File: src/rtl/exc_pkg.sv
// Shared exception-controller types and cause codes.
// EStatus encodings are common with maindec.
package exc_pkg;

    typedef enum logic [2:0] {
        IDLE,
        SAVE,
        VECT,
        HANDLER,
        RET,
        FAULT
    } exc_state_t;

    localparam logic [3:0] EXC_NONE = 4'b0000;
    localparam logic [3:0] EXC_IRQ  = 4'b0001;

endpackage

File: src/rtl/exc_regs.sv
// ELR/ESR capture registers for exception entry.
// Load enables come from the exception FSM.
module exc_regs
    import exc_pkg::*;
#(
    parameter int N = 64
) (
    input  logic         clk,
    input  logic         reset,
    input  logic         elr_load,
    input  logic         esr_load,
    input  logic [N-1:0] pc_d,
    input  logic [3:0]   esr_d,
    output logic [N-1:0] elr,
    output logic [3:0]   esr
);

    always_ff @(posedge clk or negedge reset) begin
        if (!reset) begin
            elr <= '0;
            esr <= EXC_NONE;
        end else begin
            if (elr_load) begin
                elr <= pc_d;
            end
            if (esr_load) begin
                esr <= esr_d;
            end
        end
    end

endmodule

File: src/rtl/exception_controller.sv
// Exception entry/return sequencer for the LEGv8 single-cycle core.
// Drives PC freeze, vector/ELR redirect and IRQ acknowledge.
module exception_controller
    import exc_pkg::*;
#(
    parameter int           N      = 64,
    parameter logic [N-1:0] VECTOR = 64'hD8
) (
    input  logic         clk,
    input  logic         reset,
    input  logic [3:0]   EStatus,
    input  logic         ERet,
    input  logic         ExtIRQ,
    input  logic [N-1:0] pc_in,
    output logic         Stall,
    output logic         ExcSel,
    output logic         ERetSel,
    output logic         ExtAck,
    output logic [N-1:0] ELR,
    output logic [3:0]   ESR,
    output logic         InHandler,
    output logic         Halt
);

    exc_state_t state_q;
    exc_state_t state_d;

    logic       sync_exc;
    logic       detect;
    logic       elr_load;
    logic       esr_load;
    logic [3:0] esr_d;

    // The handler vector must be a legal instruction address.
    always_comb begin
        assert (VECTOR[1:0] == 2'b00);
    end

    assign sync_exc = (EStatus != EXC_NONE);
    // Gated by reset so Stall stays low while reset is held.
    assign detect   = reset & (sync_exc | ExtIRQ);
    assign esr_d    = sync_exc ? EStatus : EXC_IRQ;

    always_ff @(posedge clk or negedge reset) begin
        if (!reset) begin
            state_q <= IDLE;
        end else begin
            state_q <= state_d;
        end
    end

    always_comb begin
        state_d  = state_q;
        elr_load = 1'b0;
        esr_load = 1'b0;
        unique case (state_q)
            IDLE: begin
                if (detect) begin
                    state_d  = SAVE;
                    elr_load = 1'b1;
                    esr_load = 1'b1;
                end
            end
            SAVE:    state_d = VECT;
            VECT:    state_d = HANDLER;
            HANDLER: begin
                if (sync_exc) begin
                    state_d  = FAULT;
                    esr_load = 1'b1;
                end else if (ERet) begin
                    state_d = RET;
                end
            end
            RET:     state_d = IDLE;
            FAULT:   state_d = FAULT;
            default: state_d = IDLE;
        endcase
    end

    exc_regs #(
        .N(N)
    ) u_regs (
        .clk      (clk),
        .reset    (reset),
        .elr_load (elr_load),
        .esr_load (esr_load),
        .pc_d     (pc_in),
        .esr_d    (esr_d),
        .elr      (ELR),
        .esr      (ESR)
    );

    assign Stall     = ((state_q == IDLE) & detect)
                     | (state_q == SAVE)
                     | (state_q == FAULT);
    assign ExcSel    = (state_q == VECT);
    assign ExtAck    = (state_q == VECT) & (ESR == EXC_IRQ);
    assign ERetSel   = (state_q == RET);
    assign InHandler = (state_q == HANDLER) | (state_q == RET);
    assign Halt      = (state_q == FAULT);

endmodule

File: config.mk
export PLATFORM = sky130hd
export DESIGN_NAME = exception_controller
export DESIGN_NICKNAME = d
export VERILOG_FILES = /design/src/rtl/exc_pkg.sv /design/src/rtl/exc_regs.sv /design/src/rtl/exception_controller.sv
export SDC_FILE = /design/constraint.sdc
export NUM_CORES = 1
export LEC_CHECK = 0
export CAP_MARGIN = 10
export CORE_MARGIN = 2
export CORE_UTILIZATION = 60
export CTS_CLUSTER_SIZE = 30
export DETAILED_ROUTE_END_ITERATION = 12
export DONT_BUFFER_PORTS = 1
export PLACE_DENSITY_LB_ADDON = 0.1
export SETUP_SLACK_MARGIN = 0.5
export SLEW_MARGIN = 15
export SYNTH_ARGS = -nofsm -noshare
export SYNTH_HDL_FRONTEND = slang
export SYNTH_SLANG_ARGS = --single-unit
File: constraint.sdc
create_clock -name clk -period 4.15 [get_ports clk]
set_input_delay 0.83 -clock clk [delete_from_list [all_inputs] [get_ports clk]]
set_output_delay 0.83 -clock clk [all_outputs]
set_load 0.02 [all_outputs]
Yosys cells after proc, flatten, opt, wreduce, memory -nomap -nowiden
Cells that the tools add are included.
Widths: inputs -> output; s select.
- bits in registers: 71
- input bits: 72
- output and inout port bits: 74
- logic and storage cells: 30
- equal/unequal tests: 8
- multiplexer cells: 9
- bitwise operators: 7
- reduce and logical (&&, ||, !) cells: 3
- operator list (cell ; count):
    $pmux 3 s5 ; 1
    $mux 3 ; 3
    $eq 3x2->1 const B ; 2
    $eq 3x3->1 const B ; 2
    $eq 4x1->1 const B ; 1
    $mux 4 ; 1
    $or 1x1->1 ; 4
    $reduce_bool 4->1 ; 1
    $and 1x1->1 ; 3
    $eq 3x1->1 const B ; 1
    $logic_not 3->1 ; 1
    $mux 1 ; 3
    $ne 3x3->1 const B ; 1
    $ne 2x2->1 const B ; 1
    $pmux 1 s2 ; 1
    $reduce_and 2->1 ; 1

Logic depth before layout (Yosys ltp)
Gate-level depths: netlist of run 1.
- word-level depth: 6
- gate-level depth with buffers: 6
- mapped depth without buffers: 4

Hierarchy
A second synthesis of run 1 with hierarchy kept.
- cells, all modules: 182
- area, all modules: 3121.7 µm²
- modules (own cells, without submodules) (module ; times used ; cells each ; area each (µm²) ; seq. area each (µm²)):
    exc_regs ; 1 ; 143 ; 2824.0 ; 1701.6
    exception_controller ; 1 ; 39 ; 297.8 ; 75.1

Worst setup path after synthesis of run 1
Ideal clock, no wire load.
- kind: in2out
- start point: input port EStatus[2]
- end point: output port Stall
- data arrival time: 1.775 ns
- data required time: 3.320 ns
- setup slack: 1.545 ns
- stages on the path: 4
- buffers on the path: 0
- cell sequence: or4_4 > o21ai_0 > o21ba_2 > nor2_1
- longest elaborated chain between the ends: 6
- RTL lines (element ; RTL line ; source):
    from (decl) ; exception_controller.sv:11 ; input logic [3:0] EStatus,
    $reduce_bool 4->1 ; exception_controller.sv:39 ; assign sync_exc = (EStatus != EXC_NONE);
    $or 1x1->1 ; exception_controller.sv:41 ; assign detect = reset & (sync_exc | ExtIRQ);
    $and 1x1->1 ; exception_controller.sv:41 ;
    $and 1x1->1 ; exception_controller.sv:93 ; assign Stall = ((state_q == IDLE) & detect)
    $or 1x1->1 ; exception_controller.sv:94 ; | (state_q == SAVE)
    $or 1x1->1 ; exception_controller.sv:95 ; | (state_q == FAULT);
    to (decl) ; exception_controller.sv:15 ; output logic Stall,
Every way passes these cells.

Worst setup path after layout of run 1
- start point: register state_q[1]
- end point: output port ExtAck
- longest elaborated chain between the ends: 2
- RTL lines (element ; RTL line ; source):
    from (decl) ; exception_controller.sv:25 ; exc_state_t state_q;
    from (signal assigned) ; exception_controller.sv:48 ; state_q <= state_d;
    $eq 3x2->1 ; - ;
    named net ExcSel ; exception_controller.sv:16 ; output logic ExcSel,
    $and 1x1->1 ; exception_controller.sv:97 ; assign ExtAck = (state_q == VECT) & (ESR == EXC_IRQ);
    to (decl) ; exception_controller.sv:18 ; output logic ExtAck,
The timed path passes the listed nets, and every way through them passes these cells.

==> impl_metrics.ini, run 1 <==
[status]
outcome = complete, no violations

[yosys]
syn_inst = 178
synth_seq_area_share = 0.574
netlist_area_mm2 = 0.00309
synth_edf_count = 0
syn_nets = 250
synth_commonest_cells = dfrtp_1, mux2_4, mux2_2
synth.avg_cell_area_um2 = 17.4
synth_top_area_share = 0.574
yosysMostFrequentCell = dfrtp_1
yosys_warnings = 0
synth.top_cells.by_area = dfrtp_1, mux2_4, buf_12
ys_ff_latch = 71
async_flop_share = 1.00
yosysTopAreaCell = dfrtp_1
ys.flop_type = dfrtp_1
ys_types = 23

[timing]
max_freq_mhz = 357
setup_tns_ns = 0
rsz0062_at_grt = false
finalHoldViolations = 0
final-setup-viol-count = 0
period_minus_slack_ns = 2.80
tightest_slew_ns = 0.770
maxSlewHeadroom = 0.486
skew_ns = 0.00431
hold_slack_ns = 0.181
slew_viol_final = 0
period_share = 0.675

[global_route]
grt_pass1_vias = 1540
overflow = 0
antenna_found_initial = 0
grt_max_degree = 74
grt_pass1_wl_um = 7940
track_usage = 0.195

[route]
drt-initial-drc-count = 82
finalWirelength_um = 5650
drt_first_pass_iters = 4
vias = 1458
via_per_inst = 5.67
ant_nets = 0
post_drt_wl_per_cell_um = 22.0
drcViolationCount = 0

[layout]
diodes = 0
nets = 254
finish.utilization = 0.652
regArea_mm2 = 0.00178
final_cells = 257
fillers = 346
syn_to_final_growth_pct = 6.35
layout-drive-gt1-share = 0.481
multiInputGateArea_mm2 = 0.00118

[floorplanning]
coreArea_mm2 = 0.00504
io_pins = 146
fp.dieArea_mm2 = 0.00574
initial_core_util = 0.613
fp.dieH_um = 75.8
die_x_um = 75.8
rows = 26

[cts]
cts_resized = 0
cts-root-buf = clkbuf_8
clk_latency_ns = 0.33
cts_buffer_depth = 2
cts_setup_buffers = 0
h-tree-depth = 3
clock-sinks = 71
ctsHoldBuffers = 0
numCtsBuffers = 9
cts_tree = done
clk_pin_slew_ns = 0.07

[pwr]
power_mw = 3.23
p_leak_nw = 1.63
ir_drop_mv = 0.485
power.density_mw_per_mm2 = 983

[worst_setup_path]
endpoint_kind = primary output
critPathArrivalTime_ns = 1.97
path_max_fanout = 10
start_kind = register
r2r_slack_ns = 2.14
crit_required_ns = 3.32
critPathKind = register to primary output

[place]
portBuffers = 0
place_hpwl_um = 3900
gp_congestion = 0.754
dp_cells = 241

[min_path]
worstHoldPathType = input port to async pin

[job]
max_cap_violations = 0
-- flip-flops by register name, summed over array words and instances, names as in the netlist --
name,flops
state_q,3
u_regs.elr,64
u_regs.esr,4
-- critical path, stage by stage (launching register included) --
cell	delay, ns
dfrtp_1	0.51
nor3b_1	0.68
and4b_1	0.44
-- through the flow --
step | cell area, um2 | setup slack, ns
after global placement | 3070 | 1.35
after global routing | 3290 | 1.26
after detailed placement | 3070 | 1.30
after CTS | 3290 | 1.33
after floorplan | 3090 | 1.55
final | 3290 | 1.35
-- cell type report --
cell class	instances	area share
flip-flops and latches	71	0.540
multi-input cells	96	0.359
clock buffers	10	0.0418
well taps	70	0.0266
clock inverters	6	0.0255
repair buffers	2	0.00456
inverters	2	0.00228
-- where the power goes --
group | switching [mW] | internal, mW
logic | 0.273 | 0.591
clock network | 0.248 | 0.353
registers | 0.723 | 1.05
total | 1.24 | 1.99
-- layer usage --
metal | global-route usage | up-vias | share of wire
met4 | 0.0936 | 0 | 0.015
met3 | 0.0807 | 8 | 0.12
met1 | 0.248 | 730 | 0.39
met5 | 0 | - | 0
met2 | 0.290 | 89 | 0.47
li1 | - | 631 | -
-- worst paths after layout --
| check | start | endpoint | cells after the start |
|---|---|---|---|
| setup / recovery | state_q[1]$_DFFE_PN0P_ | ExtAck | 2 |
| hold / removal | reset | u_regs.elr[62]$_DFFE_PN0P_ | 0 |
| setup reg to reg | state_q[2]$_DFFE_PN0P_ | u_regs.esr[2]$_DFFE_PN0P_ | 5 |
| hold reg to reg | state_q[2]$_DFFE_PN0P_ | state_q[1]$_DFFE_PN0P_ | 1 |
| max in group asynchronous | reset | u_regs.elr[37]$_DFFE_PN0P_ | 0 |
| min in group clk | state_q[2]$_DFFE_PN0P_ | state_q[1]$_DFFE_PN0P_ | 1 |
-- placed cells by master (no fill, tap or decap) --
cell type,n
dfrtp_1,71
mux2_4,60
clkbuf_8,10
mux2_2,8
nor2_1,7
nand2_1,3
nor3_1,3
clkinv_2,3
inv_1,2
o21ai_0,2
nor2b_1,2
bufinv_16,2
buf_4,2
nor3b_1,1
and4b_1,1
o21bai_1,1
or4_4,1
o21ba_2,1
o2111ai_4,1
nor4_1,1
o31a_2,1
mux2i_1,1
a21boi_0,1
o32ai_1,1
clkinv_4,1
-- logic make-up after synthesis --
family,synth area share
flops,0.574
compound gates,0.0223
simple gates,0.0324
mux,0.324
buf+inv,0.0473
(Power assumes the default switching activity.)
==> inputs of run 2 (changes only) <==
ABC_AREA = 1   (was unset)
clock period = 2.8 ns   (was 4.15 ns; I/O delays follow)
==> impl_metrics.ini, run 2 <==
[yosys]
synth_commonest_cells = nand2_1, dfrtp_1, inv_1
yosysMostFrequentCell = nand2_1
ys_types = 21
syn_nets = 405
ys.flop_type = dfrtp_1
synth.top_cells.by_area = dfrtp_1, nand2_1, inv_1
netlist_area_mm2 = 0.00297
yosys_warnings = 0
synth_edf_count = 0
synth.avg_cell_area_um2 = 8.90
syn_inst = 333
synth_seq_area_share = 0.599
async_flop_share = 1.00
yosysTopAreaCell = dfrtp_1
synth_top_area_share = 0.599
ys_ff_latch = 71

[floorplanning]
coreArea_mm2 = 0.00475
fp.dieArea_mm2 = 0.00552
io_pins = 146
initial_core_util = 0.624
rows = 25
die_x_um = 74.3
fp.dieH_um = 74.3

[cts]
cts_resized = 0
clock-sinks = 71
cts_tree = done
cts_buffer_depth = 2
clk_pin_slew_ns = 0.07
h-tree-depth = 3
clk_latency_ns = 0.32
cts_setup_buffers = 0
numCtsBuffers = 9
cts-root-buf = clkbuf_8

[route]
via_per_inst = 4.96
finalWirelength_um = 5610
drt-initial-drc-count = 132
drcViolationCount = 0
post_drt_wl_per_cell_um = 13.7
drt_first_pass_iters = 4
vias = 2027
ant_nets = 0

[worst_setup_path]
path_max_fanout = 7
endpoint_kind = primary output
r2r_slack_ns = 1.19
r2r_cells = 6
slowest_stage = dfrtp_1
regToRegStartpoint = state_q[0]$_DFFE_PN0P_
crit_required_ns = 2.24
critPathKind = register to primary output
crit_chain = nor3_1 > buf_4 > nand3b_1 > nor3_1 > buf_4
crit_start = state_q[2]$_DFFE_PN0P_
cpPeakStageDelay_ns = 0.48
regToRegEndpoint = u_regs.elr[54]$_DFFE_PN0P_
start_kind = register
critPathArrivalTime_ns = 1.59

[layout]
final_common_cell = nand2_1
regMostFlops = u_regs.elr
nets = 409
mostFrequentLayoutCells = nand2_1, inv_1, dfrtp_1
layout-drive-gt1-share = 0.0965
syn_to_final_growth_pct = 9.20
largest_register_ffs = 64
final_area_mm2 = 0.00324
diodes = 0
top_regs = u_regs.elr (64), u_regs.esr (4), state_q (3)

[place]
dpl-instance-area_mm2 = 0.00299
dp_slack_ns = 0.962
place_hpwl_um = 3870
portBuffers = 0
gp_congestion = 0.779

[timing]
period_minus_slack_ns = 2.15
max_freq_mhz = 465
fin_ws_ns = 0.651
hold_slack_ns = 0.114
period_share = 0.768
final-setup-viol-count = 0
tightest_slew_ns = 0.642
finalHoldViolations = 0
setup_tns_ns = 0
maxSlewHeadroom = 0.567
rsz0062_at_grt = false
slew_viol_final = 0
skew_ns = 0.00537

[status]
outcome = complete, no violations

[pwr]
power.density_mw_per_mm2 = 1300
p_leak_nw = 1.80
ir_drop_mv = 0.597

[global_route]
grt_pass1_wl_um = 8710
antenna_found_initial = 0
overflow = 0
grt_max_degree = 72
grt_pass1_vias = 1909
track_usage = 0.212

[job]
max_cap_violations = 0

[min_path]
worstHoldPathType = input port to async pin
## run 2: changes by cell type after synthesis, moves of 3 or more
| cell | previous run | this run |
|---|---|---|
| o21ai_1 | 0 | 46 |
| mux2_4 | 60 | 0 |
| nand2_1 | 3 | 88 |
| o21ai_0 | 2 | 14 |
| o21ai_2 | 0 | 5 |
| inv_1 | 2 | 71 |
| clkbuf_1 | 2 | 5 |
| buf_6 | 1 | 7 |
| nand3_1 | 0 | 5 |
| mux2_2 | 8 | 0 |
| buf_12 | 6 | 0 |
## run 2: cell type report
| class | instances | area [um2] |
|---|---|---|
| clock buffers | 13 | 159 |
| clock inverters | 3 | 65.1 |
| fillers | 401 | 1520 |
| inverters | 73 | 274 |
| multi-input cells | 175 | 807 |
| flip-flops and latches | 71 | 1780 |
| well taps | 67 | 83.8 |
| repair buffers | 7 | 72.6 |
## run 2: worst max-delay path by stage
| stage | to | cells past startpoint |
|---|---|---|
| 2_1_floorplan | ExtAck | 3 |
| 3_3_place_gp | u_regs.elr[58]$_DFFE_PN0P_ | 5 |
| 3_5_place_dp | u_regs.elr[55]$_DFFE_PN0P_ | 5 |
| 4_1_cts | ExtAck | 5 |
| 5_1_grt | ExtAck | 5 |
| 6_report | ExtAck | 5 |
## run 2: repair_timing
| action | CTS | global route |
|---|---|---|
| endpoints found under the setup margin | 0 | 0 |
| hold buffers | 1 | 0 |
| hold endpoints to repair | 71 | 0 |
## run 2: cells by family after synthesis
logic type / after synthesis / share of synthesized area
buffers and inverters: 87 / 0.129
flip-flops: 71 / 0.599
AND/OR/NAND/NOR: 108 / 0.152
AO/OA/AOI/OAI: 67 / 0.120
## run 2: where the power goes
group          switching [mW]  internal [mW]  leakage [nW]
Clock                   0.345          0.550         0.114
Combinational           0.560          0.353         0.802
Sequential              0.916           1.50         0.887
## run 2: critical path, delay by kind of cell (launching register included)
| kind | cells | cell delay (ns) |
|---|---|---|
| flops | 1 | 0.48 |
| buf+inv | 2 | 0.35 |
| simple gates | 3 | 0.44 |
## run 2: per-layer routing
layer | vias up | GRT usage | routed length (um)
li1 | 1016 | - | -
met1 | 900 | 0.260 | 2350
met2 | 103 | 0.335 | 2590
met3 | 8 | 0.0840 | 610
met4 | 0 | 0.0952 | 70
met5 | - | 0 | 0
## run 2: metrics by stage
step | std cells | utilization | total power [mW]
after floorplan | 333 | - | 3.13
after global placement | 392 | 0.628 | 3.30
after detailed placement | 392 | 0.628 | 3.34
after CTS | 409 | 0.681 | 4.28
after global routing | 409 | 0.681 | 4.54
final | 409 | 0.681 | 4.22
==> inputs of run 3 (changes only) <==
ABC_AREA = 0   (was 1)
clock period = 2.05 ns   (was 2.8 ns; I/O delays follow)
==> impl_metrics.ini, run 3 (synthesized netlist as in run 1, its figures left out) <==
[timing]
max_freq_mhz = 542
finalHoldViolations = 71
slew_viol_final = 0
tightest_slew_ns = 0.548
setup_tns_ns = 0
maxSlewHeadroom = 0.631
rsz0062_at_grt = true
skew_ns = 0.00979
final-setup-viol-count = 0
period_minus_slack_ns = 1.84
fin_ws_ns = 0.205
hold_slack_ns = -0.242
period_share = 0.900

[layout]
regMostFlops = u_regs.elr
final_common_cell = dfrtp_1
fillers = 305
diodes = 0
top_regs = u_regs.elr (64), u_regs.esr (4), state_q (3)
largest_register_ffs = 64
regArea_mm2 = 0.00178
layout-drive-gt1-share = 0.591
mostFrequentLayoutCells = dfrtp_1, mux2_4, buf_6
final_area_mm2 = 0.00382
nets = 282
syn_to_final_growth_pct = 23.6
multiInputGateArea_mm2 = 0.00127

[floorplanning]
die_x_um = 75.8
io_pins = 146
coreArea_mm2 = 0.00504
rows = 26
fp.dieArea_mm2 = 0.00574
fp.dieH_um = 75.8
initial_core_util = 0.613

[worst_setup_path]
start_kind = input port
r2r_cells = 7
critPathArrivalTime_ns = 2.07
critPathKind = input port to register
endpoint_kind = register
path_max_fanout = 8
crit_required_ns = 2.27
crit_top_cell = buf_6
slowest_stage = or4_4
cpPeakStageDelay_ns = 0.57
crit_chain = or4_4 > o2111ai_4 > buf_6 > buf_6 > buf_6 > buf_16 > mux2_4

[cts]
clk_latency_ns = 0.34
numCtsBuffers = 9
cts_tree = done
cts-root-buf = clkbuf_8
h-tree-depth = 3
clock-sinks = 71
clk_pin_slew_ns = 0.07
cts_buffer_depth = 2

[route]
vias = 1669
drt_first_pass_iters = 4
finalWirelength_um = 6750
via_per_inst = 5.86
post_drt_wl_per_cell_um = 23.7
drt-initial-drc-count = 41
ant_nets = 0
drcViolationCount = 0

[global_route]
grt_pass1_wl_um = 9400
grt_max_degree = 74
overflow = 0
antenna_found_initial = 0
grt_pass1_vias = 1747
track_usage = 0.233

[place]
portBuffers = 0
place_hpwl_um = 4190
dpl-instance-area_mm2 = 0.00313
dp_slack_ns = -0.0108
gp_congestion = 0.666

[pwr]
p_leak_nw = 1.91
ir_drop_mv = 0.899
power.density_mw_per_mm2 = 1920

[status]
outcome = finished, violations left
violations = hold timing

[min_path]
worstHoldPathType = input port to async pin

[job]
max_cap_violations = 0
==> run 3: cell count changes in the layout (fill, tap and decap cells not counted), moves of 4 or more <==
cell	before	now
mux2_4	0	67
o21ai_1	46	0
buf_12	0	5
o21ai_0	14	1
nand3_1	5	0
o21ai_2	5	1
buf_16	1	7
buf_6	0	11
inv_1	71	2
nand2_1	88	2
==> run 3: critical path: cells and delay by family <==
family / cells / cell delay (ns)
AOI/OAI and AO/OA: 1 / 0.30
buffers and inverters: 4 / 0.48
muxes: 1 / 0.31
and+or+nand+nor: 1 / 0.57
==> run 3: final cells by class <==
| cell class | count | area share |
|---|---|---|
| flip-flops and latches | 71 | 0.466 |
| multi-input cells | 96 | 0.333 |
| repair buffers | 30 | 0.123 |
| clock buffers | 12 | 0.0353 |
| well taps | 70 | 0.0229 |
| clock inverters | 4 | 0.0183 |
| inverters | 2 | 0.00196 |
==> run 3: worst paths after layout <==
path                       slack, ns                    endpoint                    from
setup reg to reg                0.29  u_regs.elr[15]$_DFFE_PN0P_  state_q[2]$_DFFE_PN0P_
setup / recovery                0.21  u_regs.elr[15]$_DFFE_PN0P_              EStatus[3]
hold / removal                 -0.24  u_regs.elr[29]$_DFFE_PN0P_                   reset
max in group asynchronous       2.17      state_q[0]$_DFFE_PN0P_                   reset
min in group clk                0.21  u_regs.elr[35]$_DFFE_PN0P_               pc_in[35]
hold reg to reg                 0.63      state_q[1]$_DFFE_PN0P_  state_q[2]$_DFFE_PN0P_
==> run 3: power by group <==
part           internal, mW  total [mW]  switching [mW]
sequential             2.13        3.62            1.49
combinational          1.79        2.57           0.778
clock                 0.683        1.17           0.483
==> run 3: what timing repair did <==
| action | CTS | global route |
|---|---|---|
| buffers inserted | 16 | 4 |
| endpoints found under the setup margin | 73 | 74 |
| pin swaps | 2 | 4 |
| endpoints found under the hold margin | 71 | 71 |
| cloned | 7 | 0 |
| gates resized for setup | 30 | 7 |
==> run 3: routing by layer <==
layer | share of wire | GRT usage | vias up
li1 | - | - | 694
met1 | 0.37 | 0.277 | 861
met2 | 0.51 | 0.365 | 102
met3 | 0.10 | 0.0939 | 12
met4 | 0.023 | 0.119 | 0
met5 | 0 | 0 | -
==> run 3: through the flow <==
step           std cells  power [mW]   util  hold WS [ns]
3_5_place_dp         242        5.47  0.621         0.116
2_1_floorplan        178        5.19      -         0.114
6_report             285        7.35  0.758        -0.242
5_1_grt              285        7.67  0.758        -0.264
4_1_cts              281        7.27  0.747        -0.251
3_3_place_gp         242        5.36  0.621         0.116
